**src/rtl/disp_scan_reader_if.sv**
```systemverilog
// Signal bundle of disp_scan_reader: frame control and status, bitmap read port, pixel stream.
// master = scanner side, slave = memory/driver/controller side.
interface disp_scan_reader_if #(
    parameter int COLS = 32,
    parameter int ROWS = 32
);
    localparam int CW = (COLS > 1) ? $clog2(COLS) : 1;
    localparam int RW = (ROWS > 1) ? $clog2(ROWS) : 1;

    logic          start;
    logic [9:0]    mem_addr;
    logic          mem_d;
    logic          px_valid;
    logic          px_ready;
    logic          px_d;
    logic [RW-1:0] px_row;
    logic [CW-1:0] px_col;
    logic          px_last;
    logic          busy;
    logic          done;

    modport master (
        input  start, mem_d, px_ready,
        output mem_addr, px_valid, px_d, px_row, px_col, px_last, busy, done
    );

    modport slave (
        output start, mem_d, px_ready,
        input  mem_addr, px_valid, px_d, px_row, px_col, px_last, busy, done
    );
endinterface

```
**src/rtl/disp_scan_reader.sv**
```systemverilog
// Row-major read scanner for the 1024x1 display bitmap, producing a tagged valid/ready pixel stream.
// Optional macro SCAN_LOOP_EN: rescan frames continuously after the first start.
module disp_scan_reader #(
    parameter int COLS = 32,
    parameter int ROWS = 32
) (
    input  logic               clk,
    input  logic               rst,
    disp_scan_reader_if.master bus
);
    localparam int CW = (COLS > 1) ? $clog2(COLS) : 1;
    localparam int RW = (ROWS > 1) ? $clog2(ROWS) : 1;
    localparam logic [10:0]   LAST_ADDR = 11'(COLS * ROWS - 1);
    localparam logic [CW-1:0] COL_MAX   = CW'(COLS - 1);
    localparam logic [RW-1:0] ROW_MAX   = RW'(ROWS - 1);

    typedef enum logic [0:0] {
        ST_IDLE = 1'b0,
        ST_SCAN = 1'b1
    } state_t;

    state_t        state_q, state_d;
    logic [10:0]   iss_q, iss_d;
    logic [9:0]    addr_q, addr_d;
    logic          f0_q, f0_d;
    logic          f1_q, f1_d;
    logic [1:0]    fifo_q, fifo_d;
    logic          wr_q, wr_d;
    logic          rd_q, rd_d;
    logic [1:0]    cnt_q, cnt_d;
    logic          valid_q, valid_d;
    logic [RW-1:0] row_q, row_d;
    logic [CW-1:0] col_q, col_d;
    logic          done_q, done_d;

    logic          pop_s;
    logic          push_s;
    logic          issue_s;
    logic          remain_s;
    logic          last_pos_s;
    logic          final_pop_s;
    logic [2:0]    occ_s;

    // f0 marks a read whose address is on mem_addr, f1 one whose data sits on mem_d
    assign pop_s       = valid_q & bus.px_ready;
    assign push_s      = f1_q;
    assign last_pos_s  = (row_q == ROW_MAX) && (col_q == COL_MAX);
    assign final_pop_s = pop_s & last_pos_s;
    assign occ_s       = {1'b0, cnt_q} + {2'b00, f0_q} + {2'b00, f1_q};
`ifdef SCAN_LOOP_EN
    assign remain_s    = 1'b1;
`else
    assign remain_s    = (iss_q <= LAST_ADDR);
`endif

    // Frame control: start acceptance, read issue decision and done pulse
    always_comb begin
        state_d = state_q;
        issue_s = 1'b0;
        done_d  = 1'b0;
        case (state_q)
            ST_IDLE: begin
                if (bus.start) begin
                    state_d = ST_SCAN;
                    issue_s = 1'b1;
                end else begin
                    state_d = ST_IDLE;
                end
            end
            ST_SCAN: begin
                issue_s = remain_s && ((occ_s - {2'b00, pop_s}) <= 3'd1);
                if (final_pop_s) begin
                    done_d = 1'b1;
`ifdef SCAN_LOOP_EN
                    state_d = ST_SCAN;
`else
                    state_d = ST_IDLE;
`endif
                end else begin
                    state_d = ST_SCAN;
                end
            end
            default: begin
                state_d = ST_IDLE;
            end
        endcase
    end

    // Datapath: address counter, read pipeline, 2-entry pixel FIFO and output tag counters
    always_comb begin
        f0_d   = issue_s;
        f1_d   = f0_q;
        fifo_d = fifo_q;
        if (issue_s) begin
            addr_d = iss_q[9:0];
`ifdef SCAN_LOOP_EN
            iss_d  = (iss_q == LAST_ADDR) ? 11'd0 : iss_q + 11'd1;
`else
            iss_d  = iss_q + 11'd1;
`endif
        end else if (state_d == ST_IDLE) begin
            addr_d = addr_q;
            iss_d  = 11'd0;
        end else begin
            addr_d = addr_q;
            iss_d  = iss_q;
        end

        if (push_s) begin
            fifo_d[wr_q] = bus.mem_d;
            wr_d         = ~wr_q;
        end else begin
            wr_d         = wr_q;
        end
        rd_d    = pop_s ? ~rd_q : rd_q;
        cnt_d   = cnt_q + {1'b0, push_s} - {1'b0, pop_s};
        valid_d = (cnt_d != 2'd0);

        if (state_q == ST_IDLE) begin
            row_d = {RW{1'b0}};
            col_d = {CW{1'b0}};
        end else if (pop_s) begin
            if (col_q == COL_MAX) begin
                col_d = {CW{1'b0}};
                row_d = (row_q == ROW_MAX) ? {RW{1'b0}} : row_q + RW'(1'b1);
            end else begin
                col_d = col_q + CW'(1'b1);
                row_d = row_q;
            end
        end else begin
            row_d = row_q;
            col_d = col_q;
        end
    end

    // State and datapath registers; reset drops in-flight and buffered pixels
    always_ff @(posedge clk) begin
        if (rst) begin
            state_q <= ST_IDLE;
            iss_q   <= 11'd0;
            addr_q  <= 10'd0;
            f0_q    <= 1'b0;
            f1_q    <= 1'b0;
            fifo_q  <= 2'b00;
            wr_q    <= 1'b0;
            rd_q    <= 1'b0;
            cnt_q   <= 2'd0;
            valid_q <= 1'b0;
            row_q   <= {RW{1'b0}};
            col_q   <= {CW{1'b0}};
            done_q  <= 1'b0;
        end else begin
            state_q <= state_d;
            iss_q   <= iss_d;
            addr_q  <= addr_d;
            f0_q    <= f0_d;
            f1_q    <= f1_d;
            fifo_q  <= fifo_d;
            wr_q    <= wr_d;
            rd_q    <= rd_d;
            cnt_q   <= cnt_d;
            valid_q <= valid_d;
            row_q   <= row_d;
            col_q   <= col_d;
            done_q  <= done_d;
        end
    end

    assign bus.mem_addr = addr_q;
    assign bus.px_valid = valid_q;
    assign bus.px_d     = fifo_q[rd_q];
    assign bus.px_row   = row_q;
    assign bus.px_col   = col_q;
    assign bus.px_last  = valid_q & last_pos_s;
    assign bus.busy     = (state_q == ST_SCAN);
    assign bus.done     = done_q;
endmodule

```
**src/flat_wrapper.sv**
```systemverilog
// flat-port wrapper written by rule: the top's interface ports become plain ports
module disp_scan_reader_flat 
#(
    parameter int COLS = 32,
    parameter int ROWS = 32
)
  (clk, rst, bus_start, bus_mem_d, bus_px_ready, bus_mem_addr, bus_px_valid, bus_px_d, bus_px_row, bus_px_col, bus_px_last, bus_busy, bus_done);
  disp_scan_reader_if #(.COLS(COLS), .ROWS(ROWS)) bus_i ();
  input  logic clk;
  input  logic rst;
  input wire logic [$bits(bus_i.start)-1:0] bus_start;
  input wire logic [$bits(bus_i.mem_d)-1:0] bus_mem_d;
  input wire logic [$bits(bus_i.px_ready)-1:0] bus_px_ready;
  output wire logic [$bits(bus_i.mem_addr)-1:0] bus_mem_addr;
  output wire logic [$bits(bus_i.px_valid)-1:0] bus_px_valid;
  output wire logic [$bits(bus_i.px_d)-1:0] bus_px_d;
  output wire logic [$bits(bus_i.px_row)-1:0] bus_px_row;
  output wire logic [$bits(bus_i.px_col)-1:0] bus_px_col;
  output wire logic [$bits(bus_i.px_last)-1:0] bus_px_last;
  output wire logic [$bits(bus_i.busy)-1:0] bus_busy;
  output wire logic [$bits(bus_i.done)-1:0] bus_done;
  assign bus_i.start = bus_start;
  assign bus_i.mem_d = bus_mem_d;
  assign bus_i.px_ready = bus_px_ready;
  assign bus_mem_addr = bus_i.mem_addr;
  assign bus_px_valid = bus_i.px_valid;
  assign bus_px_d = bus_i.px_d;
  assign bus_px_row = bus_i.px_row;
  assign bus_px_col = bus_i.px_col;
  assign bus_px_last = bus_i.px_last;
  assign bus_busy = bus_i.busy;
  assign bus_done = bus_i.done;
  disp_scan_reader #(.COLS(COLS), .ROWS(ROWS)) u_core (.clk(clk), .rst(rst), .bus(bus_i));
endmodule
```
**config.mk**
```make
export PLATFORM = sky130hd
export DESIGN_NAME = disp_scan_reader_flat
export DESIGN_NICKNAME = d
export VERILOG_FILES = /design/src/rtl/disp_scan_reader_if.sv /design/src/rtl/disp_scan_reader.sv /design/src/flat_wrapper.sv
export SDC_FILE = /design/constraint.sdc
export NUM_CORES = 1
export LEC_CHECK = 0
export CORE_MARGIN = 2
export CORE_UTILIZATION = 37
export CTS_CLUSTER_DIAMETER = 200
export DETAILED_ROUTE_END_ITERATION = 10
export HOLD_SLACK_MARGIN = 0.06
export REMOVE_ABC_BUFFERS = 1
export SLEW_MARGIN = 15
export SYNTH_ARGS = -nofsm -noshare
export SYNTH_HDL_FRONTEND = slang
export SYNTH_SLANG_ARGS = --single-unit
```
**constraint.sdc**
```tcl
create_clock -name clk -period 6.37 [get_ports clk]
set_input_delay 0.637 -clock clk [delete_from_list [all_inputs] [get_ports clk]]
set_output_delay 0.637 -clock clk [all_outputs]
set_load 0.05 [all_outputs]
```
==> metrics.md <==
| Metric | Value |
|---|---|
| Cts repair resizes | `0` |
| Worst Setup End Kind | `flop` |
| Fillcell total | `516` |
| FF-to-FF End | `u_core.iss_q[6]` |
| Seq cells post-synth | `42` |
| CTS root buf | `clkbuf_8` |
| XOR/XNOR share of the synthesized area | `under 10%` |
| Worst R2R Path Depth | `11` |
| R2R Setup Slk | `about 3.2 ns` |
| Detailed placer's ending HPWL | `2520 µm` |
| Worst-skew pair later-pin latency | `~0.29 ns` |
| Die area | `5720 µm²` |
| Maximum number of pins on one net before global-route repair | `23` |
| Total track usage | `approximately 14%` |
| Final ANT Viol Nets | `0` |
| Max frequency | `0.278 GHz` |
| Clock sinks | `42` |
| Grt total ovfl | `0` |
| Post-synthesis compound-gate area fraction | `12.8%` |
| IO Port Bufs | `29` |
| Hold Vio Cnt, Final | `0` |
| Ant. Diodes | `0` |
| Post-synthesis cell count | `200` |
| Multi-input gate area | `975 µm²` |
| Layout Skew | `0.00684 ns` |
| Total CTS buffers | `5` |
| Slew HR | `61.1%` |
| Synth cell types | `40` |
| Average cell area after synthesis | `9.49 µm²` |
| DRC | `0` |
| Routed WL | `3510 µm` |
| First-pass GRT wire length | `a little over 6000 µm` |
| Hold Path End | `u_core.fifo_q[1]` |
| Hold Crit Depth | `2` |
| Outcome | `finished, final reports clean` |
| Routed vias | `1466` |
| Most frequent cells in the layout | `dfxtp_1 (42), clkdlybuf4s50_1 (29), nor2_1 (25)` |
| YS warnings | `0` |
| Hold Startpoint | `u_core.fifo_q[1]` |
| Share of cells above drive strength 1 | `between 8 and 9%` |
| CTS tree | `built` |
| Worst-path maximum fanout | `15` |
| Register area | `approximately 840 µm²` |
| Post-synthesis mux area share | `6.46%` |
| Startpoint types | `input port` |
| First-pass DRT Iterations | `4` |
| H-tree levels | `2` |
| Inst Count DP | `slightly below 300` |
| Vias/cell | `4.89` |
| Average wire per standard cell | `11.7 µm` |
| Vias in the first global route | `around 1400` |
| Tmin final | `around 3.6 ns` |
| Initial antenna violation count | `0` |
| PD cells | `roughly 290 nW/µm²` |
| Fin crit share | `56.4%` |
| Total setup buffers inserted after CTS | `0` |
| Max Cap Violations | `0` |
| Crit path DAT | `between 3 and 4 ns` |
| Reg2Reg Launch Point | `u_core.bus.px_valid` |
| Class of the worst hold path | `flop to flop` |
| Unrepaired setup endpoints after global routing | `no` |
| # setup viols final | `0` |
| Register area share after synthesis | `44.3%` |
| Reg clk slew, reported paths | `0.07 ns` |
| DRT iter0 DRCs | `39` |
| Cts hold-fix bufs | `0` |
| Routability cong. | `roughly 0.78` |
| I/O pins | `30` |
| Area Growth Syn to Fin | `25.2%` |
| Worst Tran Pin Value | `0.581 ns` |
| Finished Layout Cells | `300` |
| Cell Area, Synth | `approximately 1900 µm²` |
| Die X | `75.6 µm` |
| Post-Synth Simple-Gate Area | `20.6%` |
| Final Max Tran Viols | `0` |
| Commonest non-fill, non-tap cell in the layout | `dfxtp_1` |
| CP Data Required Time | `between 6 and 7 ns` |
| Worst ir drop on vdd | `between 0.15 and 0.2 mV` |
| Core Box Area | `5040 µm²` |
| Post-Synth Adder-Cell Area | `7.38%` |
| Leak | `approximately 0.00094 µW` |
| Crit Path Class | `input port to flop` |
| Nets | `~240` |
| Rows | `26` |
| Height of the die | `roughly 76 µm` |
| Final core utilization | `a little under half` |
| Setup TNS Final | `0 ns` |
| Initial Util | `37.6%` |
| Largest family of logic cells by synthesized area | `simple AND/OR/NAND/NOR gates` |
| Longest Clk Path Bufs | `2` |
[per-layer routing]
metal,vias to the layer above,routed length (µm),global-route usage (%)
li1,755,-,-
met1,672,1610,16.0
met2,30,1690,24.7
met3,9,139,3.57
met4,0,73,7.02
met5,-,0,0
[flip-flops by register name, summed over array words and instances, names as in the netlist]
signal               cells
u_core.bus.px_valid      1
u_core.iss_q            11
u_core.bus.px_col        5
u_core.fifo_q            2
u_core.bus.busy          1
u_core.bus.mem_addr     10
u_core.cnt_q             2
u_core.rd_q              1
u_core.bus.done          1
u_core.bus.px_row        5
u_core.f0_q              1
u_core.f1_q              1
u_core.wr_q              1
[cells by family after synthesis]
kind of cell,after synthesis
AND/OR/NAND/NOR,77
flip-flops,42
AO/OA/AOI/OAI,33
buffers and inverters,17
multiplexers,12
adder cells (fa/ha/maj),10
XOR/XNOR,9
[worst max-delay path, stage by stage]
cell             delay, ns
clkdlybuf4s50_1       0.45
nand2_1               0.16
inv_2                 0.20
ha_1                  0.28
fa_1                  0.36
inv_1                 0.07
fa_1                  0.40
nor2_1                0.22
a31oi_1               0.19
a211oi_4              0.51
and3_1                0.25
a221o_1               0.09
[synthesized netlist by cell type (all sizes together)]
cell type / instances / share of area, %
dfxtp: 42 / 44
nor2: 25 / 4.9
nand2: 14 / 2.8
a21oi: 12 / 3.2
mux2i: 10 / 5.3
inv: 9 / 1.8
nand3: 9 / 2.4
ha: 8 / 5.3
and3: 7 / 2.3
o21ai: 6 / 1.6
xnor2: 6 / 2.8
buf: 5 / 1.9
a221o: 4 / 2.1
a22o: 4 / 1.8
a31oi: 4 / 2.1
and4: 3 / 1.6
clkbuf: 3 / 0.66
nand2b: 3 / 1.1
nand4: 3 / 0.99
nor2b: 3 / 0.99
xor2: 3 / 1.4
and2: 2 / 0.66
fa: 2 / 2.1
mux2: 2 / 1.2
nor3: 2 / 0.53
nor4: 2 / 0.66
a211o: 1 / 0.46
a211oi: 1 / 1.1
a21o: 1 / 0.46
and3b: 1 / 0.46
nor4b: 1 / 0.46
or2: 1 / 0.33
or3: 1 / 0.33
[per-stage QoR]
stage / hold slack (ns) / setup slack, ns / total power [µW] / cell area [µm²]
after detailed placement: 0.449 / 2.47 / 434 / 2230
final: 0.455 / 2.78 / 683 / 2380
after global routing: 0.499 / 2.53 / 724 / 2380
after floorplan: 0.427 / 3.10 / 398 / 1850
after CTS: 0.460 / 2.77 / 694 / 2380
after global placement: 0.446 / 2.55 / 431 / 2230
[area by class of cell]
class	count	area share [%]
clock buffers	6	3.47
clock inverters	2	2.53
inverters	9	1.42
multi-input cells	141	41.0
flip-flops and latches	42	35.4
well taps	70	3.68
repair buffers	30	12.5
[worst max-delay path by stage]
stage                        start              end  slack (ns)  cells past startpoint
6_report              bus_px_ready  u_core.iss_q[6]        2.78                     12
2_1_floorplan  u_core.bus.px_valid  u_core.iss_q[9]        3.10                     11
4_1_cts               bus_px_ready  u_core.iss_q[8]        2.77                     12
5_1_grt               bus_px_ready  u_core.iss_q[6]        2.53                     12
3_3_place_gp          bus_px_ready  u_core.iss_q[6]        2.55                     12
3_5_place_dp          bus_px_ready  u_core.iss_q[6]        2.47                     12
[power by group]
group | total (µW) | leakage (µW) | switching, µW | internal [µW]
clock network | 257 | 0.0000714 | 90.3 | 167
registers | 291 | 0.000340 | 13.0 | 278
logic | 134 | 0.000532 | 83.4 | 50.9
total | 683 | 0.000943 | 187 | 496
Power figures use the tool's default switching activity.
==> edit 1: new RTL, config.mk and constraints unchanged <==
`COLS` is set to 32 in 3 places; all go to 128.
--- a/src/rtl/disp_scan_reader_if.sv
+++ b/src/rtl/disp_scan_reader_if.sv
@@ -1,7 +1,7 @@
 // Signal bundle of disp_scan_reader: frame control and status, bitmap read port, pixel stream.
 // master = scanner side, slave = memory/driver/controller side.
 interface disp_scan_reader_if #(
-    parameter int COLS = 32,
+    parameter int COLS = 128,
     parameter int ROWS = 32
 );
     localparam int CW = (COLS > 1) ? $clog2(COLS) : 1;
--- a/src/rtl/disp_scan_reader.sv
+++ b/src/rtl/disp_scan_reader.sv
@@ -1,7 +1,7 @@
 // Row-major read scanner for the 1024x1 display bitmap, producing a tagged valid/ready pixel stream.
 // Optional macro SCAN_LOOP_EN: rescan frames continuously after the first start.
 module disp_scan_reader #(
-    parameter int COLS = 32,
+    parameter int COLS = 128,
     parameter int ROWS = 32
 ) (
     input  logic               clk,
--- a/src/flat_wrapper.sv
+++ b/src/flat_wrapper.sv
@@ -1,7 +1,7 @@
 // flat-port wrapper written by rule: the top's interface ports become plain ports
 module disp_scan_reader_flat 
 #(
-    parameter int COLS = 32,
+    parameter int COLS = 128,
     parameter int ROWS = 32
 )
   (clk, rst, bus_start, bus_mem_d, bus_px_ready, bus_mem_addr, bus_px_valid, bus_px_d, bus_px_row, bus_px_col, bus_px_last, bus_busy, bus_done);
Interface: changed (resized bus_px_col); port bits go from 30 to 32. The function was not compared with the original's and may differ.
==> edit 1 against the unedited design <==
- count of clock-buffer cells in the layout did not move
- area after synthesis rose by 3.0%
- worst setup slack improved by 0.067 ns
- sequential cell count rose by 2
- routed wire length rose by 4.6%
- final area rose by 1.6%
- clock power fell by 31%
- total power fell by 3.0%
- critical path type unchanged
- critical endpoint is now u_core.iss_q[2]$_SDFFE_PP0P_
- largest power group unchanged
==> edit 1: results (changes against the unedited design) <==
dpl hpwl -> 2.70 mm (+7.1%)
WL met3 -> 145 um (+4.3%)
sequential-to-total area share from yosys stat -> 45.0% (+0.74 points)
number of global-route vias before repair -> 1,348 (-6.5%)
met1 wire length -> 1.93 mm (+20%)
critical-path maximum fanout -> 19 (+4)
Tmin final -> 3.52 ns (-0.0667 ns)
Routed met2 length -> 1.54 mm (-8.6%)
filler instances -> 522 (+1.2%)
Flop pwr share -> 48.0% (+5.3 points)
DR iter-0 viols -> 30 (-23%)
Yosys cell types -> 44 (+10%)
first-pass GRT wire length -> 6.40 mm (+5.0%)
I/O Buffers -> 31 (+6.9%)
Tightest Pin Transition -> 0.981 ns (+0.400 ns)
worst slack, placed -> 2.53 ns (+0.0625 ns)
gpl congestion -> 0.802 (+2.2%)
DRT Wirelength -> 3.68 mm (+4.6%)
Root Buffer -> clkbuf_8
dpl cell area -> 2320 um^2 (+4.0%)
R2R depth -> 9 (-2)
status -> finished clean
Final #Nets -> 263 (+7.8%)
Leak -> 0.000910 uW (-3.6%)
grt met3 use -> 3.88% (+0.31 points)
synthesized area per cell -> 9.10 um^2 (-4.2%)
arrival time of the worst setup path -> 3.75 ns (-0.08 ns)
crit path to -> u_core.iss_q[2]$_SDFFE_PP0P_
Fin Hold WS -> 0.465 ns (+0.00949 ns)
met1 Usage GRT -> 18.7% (+2.7 points)
Total Routing Usage GR -> 13.5% (-0.68 points)
Wirelength per Cell -> 11.5 um (-1.9%)
layout cell share with drive strength beyond 1 -> 7.60% (-0.66 points)
insertion delay to the later sink of the worst-skew pair -> 0.29 ns (about the same)
largest cells by area after synthesis -> dfxtp_1, nor2_1, nand2_1, mux2i_1, ha_1
synth cell count leaders -> dfxtp_1, nor2_1, nand2_1, a21oi_1, mux2i_1
CTS clk-pin slew, worst paths -> 0.08 ns
Max VDD drop -> 0.000124 V (-22%)
Worst R2R Setup Slack -> 3.24 ns (+0.06 ns)
NetSw -> 208 uW (+12%)
cell area after layout -> 2420 um^2 (+1.6%)
comb pwr -> 167 uW (+25%)
power share of the clock group -> 26.8% (-11 points)
## edit 1: cell families (layout without fill, tap and decap cells)
| logic type | Yosys count | count (layout) | share of synthesized area [%] |
|---|---|---|---|
| AND/OR/NAND/NOR | 90 | 90 | 21.9 |
| adder cells (fa/ha/maj) | 9 | 9 | 6.53 |
| AO/OA/AOI/OAI | 33 | 33 | 11.0 |
| buffers and inverters | 15 | 50 | 4.03 |
| flip-flops | 44 | 44 | 45.0 |
| multiplexers | 11 | 11 | 5.69 |
| XOR/XNOR | 13 | 13 | 5.82 |
## edit 1: worst max-delay path, stage by stage
cell,delay (ns)
clkdlybuf4s50_1,0.47
and2_1,0.27
ha_1,0.30
fa_1,0.36
inv_1,0.07
fa_1,0.40
nor2_1,0.21
a32o_1,0.60
or2b_1,0.28
a31oi_1,0.15
## edit 1: layout make-up
class                      count  share of cell area [%]
tap                           70                    3.63
multi-input combinational    156                    41.2
timing repair buffer          33                    13.5
clock inverter                 2                   0.414
clock buffer                   6                    3.42
sequential                    44                    36.5
inverter                       9                    1.40
==> edit 2: new RTL, same settings <==
Without the edit above. Take the reset off `addr_q` and load it in a clocked block of its own.
--- a/src/rtl/disp_scan_reader.sv
+++ b/src/rtl/disp_scan_reader.sv
@@ -138,7 +138,6 @@
         if (rst) begin
             state_q <= ST_IDLE;
             iss_q   <= 11'd0;
-            addr_q  <= 10'd0;
             f0_q    <= 1'b0;
             f1_q    <= 1'b0;
             fifo_q  <= 2'b00;
@@ -152,7 +151,6 @@
         end else begin
             state_q <= state_d;
             iss_q   <= iss_d;
-            addr_q  <= addr_d;
             f0_q    <= f0_d;
             f1_q    <= f1_d;
             fifo_q  <= fifo_d;
@@ -166,6 +164,10 @@
         end
     end
 
+    always_ff @(posedge clk) begin
+        addr_q <= addr_d;
+    end
+
     assign bus.mem_addr = addr_q;
     assign bus.px_valid = valid_q;
     assign bus.px_d     = fifo_q[rd_q];
Behaviour: differs if rst is asserted again (counterexample within 4 cycles, from zero or initial values and one cycle with rst high); with rst held inactive, the same outputs for 10 cycles.
==> edit 2 against the unedited design <==
- area after synthesis is 2.3% lower
- routed wire length is 6.0% lower
- critical path type unchanged
- cell count is 5.0% lower
- global-route usage is 0.86 points lower
- sequential cell count stayed put
- largest power group unchanged
- final area is 1.2% lower
- sequential share of layout area is 4.7 points higher
- critical endpoint is now u_core.iss_q[8]$_SDFFE_PP0P_
- total power is 15% higher
- worst setup slack worse by 0.065 ns
==> edit 2: results (changes against the unedited design) <==
Root Buffer -> clkbuf_8
gpl congestion -> 0.753 (-4.0%)
Max VDD drop -> 0.000158 V (-0.58%)
Final #Nets -> 232 (-4.9%)
Yosys cell types -> 36 (-10%)
yosys warns -> 0 (unchanged)
grt met3 use -> 4.02% (+0.44 points)
Total Routing Usage GR -> 13.3% (-0.86 points)
met1 wire length -> 1.75 mm (+8.4%)
Hold Crit Class -> register to register
Routed met2 length -> 1.38 mm (-18%)
Synth async-reset ratio -> 0% (unchanged)
dpl cell area -> 2220 um^2 (-0.78%)
max incr delay on CP -> 0.58 ns (+0.07 ns)
status -> finished clean
antenna violations before repair -> 0 (unchanged)
DRT Wirelength -> 3.30 mm (-6.0%)
Clk power -> 245 uW (-5%)
DR pass1 iterations -> 4 (unchanged)
critical-path maximum fanout -> 17 (+2)
insertion delay to the later sink of the worst-skew pair -> 0.30 ns
# H-tree levels -> 2 (unchanged)
number of global-route vias before repair -> 1,182 (-18%)
first-pass GRT wire length -> 5.57 mm (-8.7%)
Net Sw Frac -> 31.7% (+4.4 points)
met2 Use GR -> 18.1% (-6.6 points)
sequential-to-total area share from yosys stat -> 50.7% (+6.4 points)
Leak -> 0.000887 uW (-5.9%)
Largest register FFs -> 11 (unchanged)
Main synth FF type -> dfxtp_1
Worst Skew -> 0.0115 ns (+0.00468 ns)
Power per Cell Area -> 335 nW/um^2 (+16%)
synth cell count leaders -> dfxtp_1, nor2_1, a21oi_1, nand2_1, edfxtp_1
dpl hpwl -> 2.42 mm (-4.0%)
largest cells by area after synthesis -> dfxtp_1, edfxtp_1, ha_1, a21oi_1, nor2_1
CTS buffer count -> 5 (unchanged)
Vias -> 1,375 (-6.2%)
arrival time of the worst setup path -> 3.89 ns (+0.06 ns)
postcts setup bufs -> 0 (unchanged)
Tightest Pin Transition -> 0.603 ns (+0.0218 ns)
critical path's slowest cell -> o32ai_4
WL met3 -> 120 um (-14%)
Post-synth EDFFs -> 10 (+10)
CTS max path bufs -> 2 (unchanged)
sequential power -> 327 uW (+12%)
CTS clk-pin slew, worst paths -> 0.08 ns
met1 Usage GRT -> 19.1% (+3.1 points)
DR iter-0 viols -> 66 (+69%)
worst slack, placed -> 2.41 ns (-0.0584 ns)
largest net degree at the start of global routing -> 18 (-22%)
layout cell share with drive strength beyond 1 -> 6.88% (-1.4 points)
==> edit 2: per-stage QoR <==
stage / cells / utilization [%]
6_report: 285 / 49.1
5_1_grt: 285 / 49.1
4_1_cts: 285 / 49.1
3_5_place_dp: 277 / 46.3
3_3_place_gp: 277 / 46.3
2_1_floorplan: 180 / -
==> edit 2: final cells by class <==
type | instances | area [um^2]
clock buffer | 5 | 68.8
clock inverter | 3 | 63.8
fill | 456 | 2440
inverter | 9 | 33.8
multi-input combinational | 129 | 861
sequential | 42 | 941
tap | 67 | 83.8
timing repair buffer | 30 | 298
==> edit 2: worst paths after layout <==
path,start,to,slack (ns),cells after the start
hold reg to reg,u_core.fifo_q[1]$_SDFFE_PP0P_,u_core.fifo_q[1]$_SDFFE_PP0P_,0.46,2
setup / recovery,bus_px_ready,u_core.iss_q[8]$_SDFFE_PP0P_,2.71,12
setup reg to reg,u_core.bus.px_valid$_SDFF_PP0_,u_core.iss_q[8]$_SDFFE_PP0P_,3.15,11
hold / removal,u_core.fifo_q[1]$_SDFFE_PP0P_,u_core.fifo_q[1]$_SDFFE_PP0P_,0.46,2
==> edit 2: cell families (layout without fill, tap and decap cells) <==
logic type | after synthesis | count (layout) | share of synthesized area [%]
AOI/OAI and AO/OA | 37 | 37 | 12.7
buffers and inverters | 13 | 47 | 2.83
muxes | 4 | 4 | 2.23
adders and majority gates | 10 | 10 | 7.56
xor gates and xnor gates | 8 | 8 | 3.78
DFF | 42 | 42 | 50.7
and+or+nand+nor | 70 | 70 | 20.2
==> edit 2: critical path, delay by kind of cell <==
kind,cells,cell delay (ns)
buffers and inverters,3,0.68
adder cells (fa/ha/maj),3,1.12
AO/OA/AOI/OAI,3,0.94
AND/OR/NAND/NOR,3,0.51
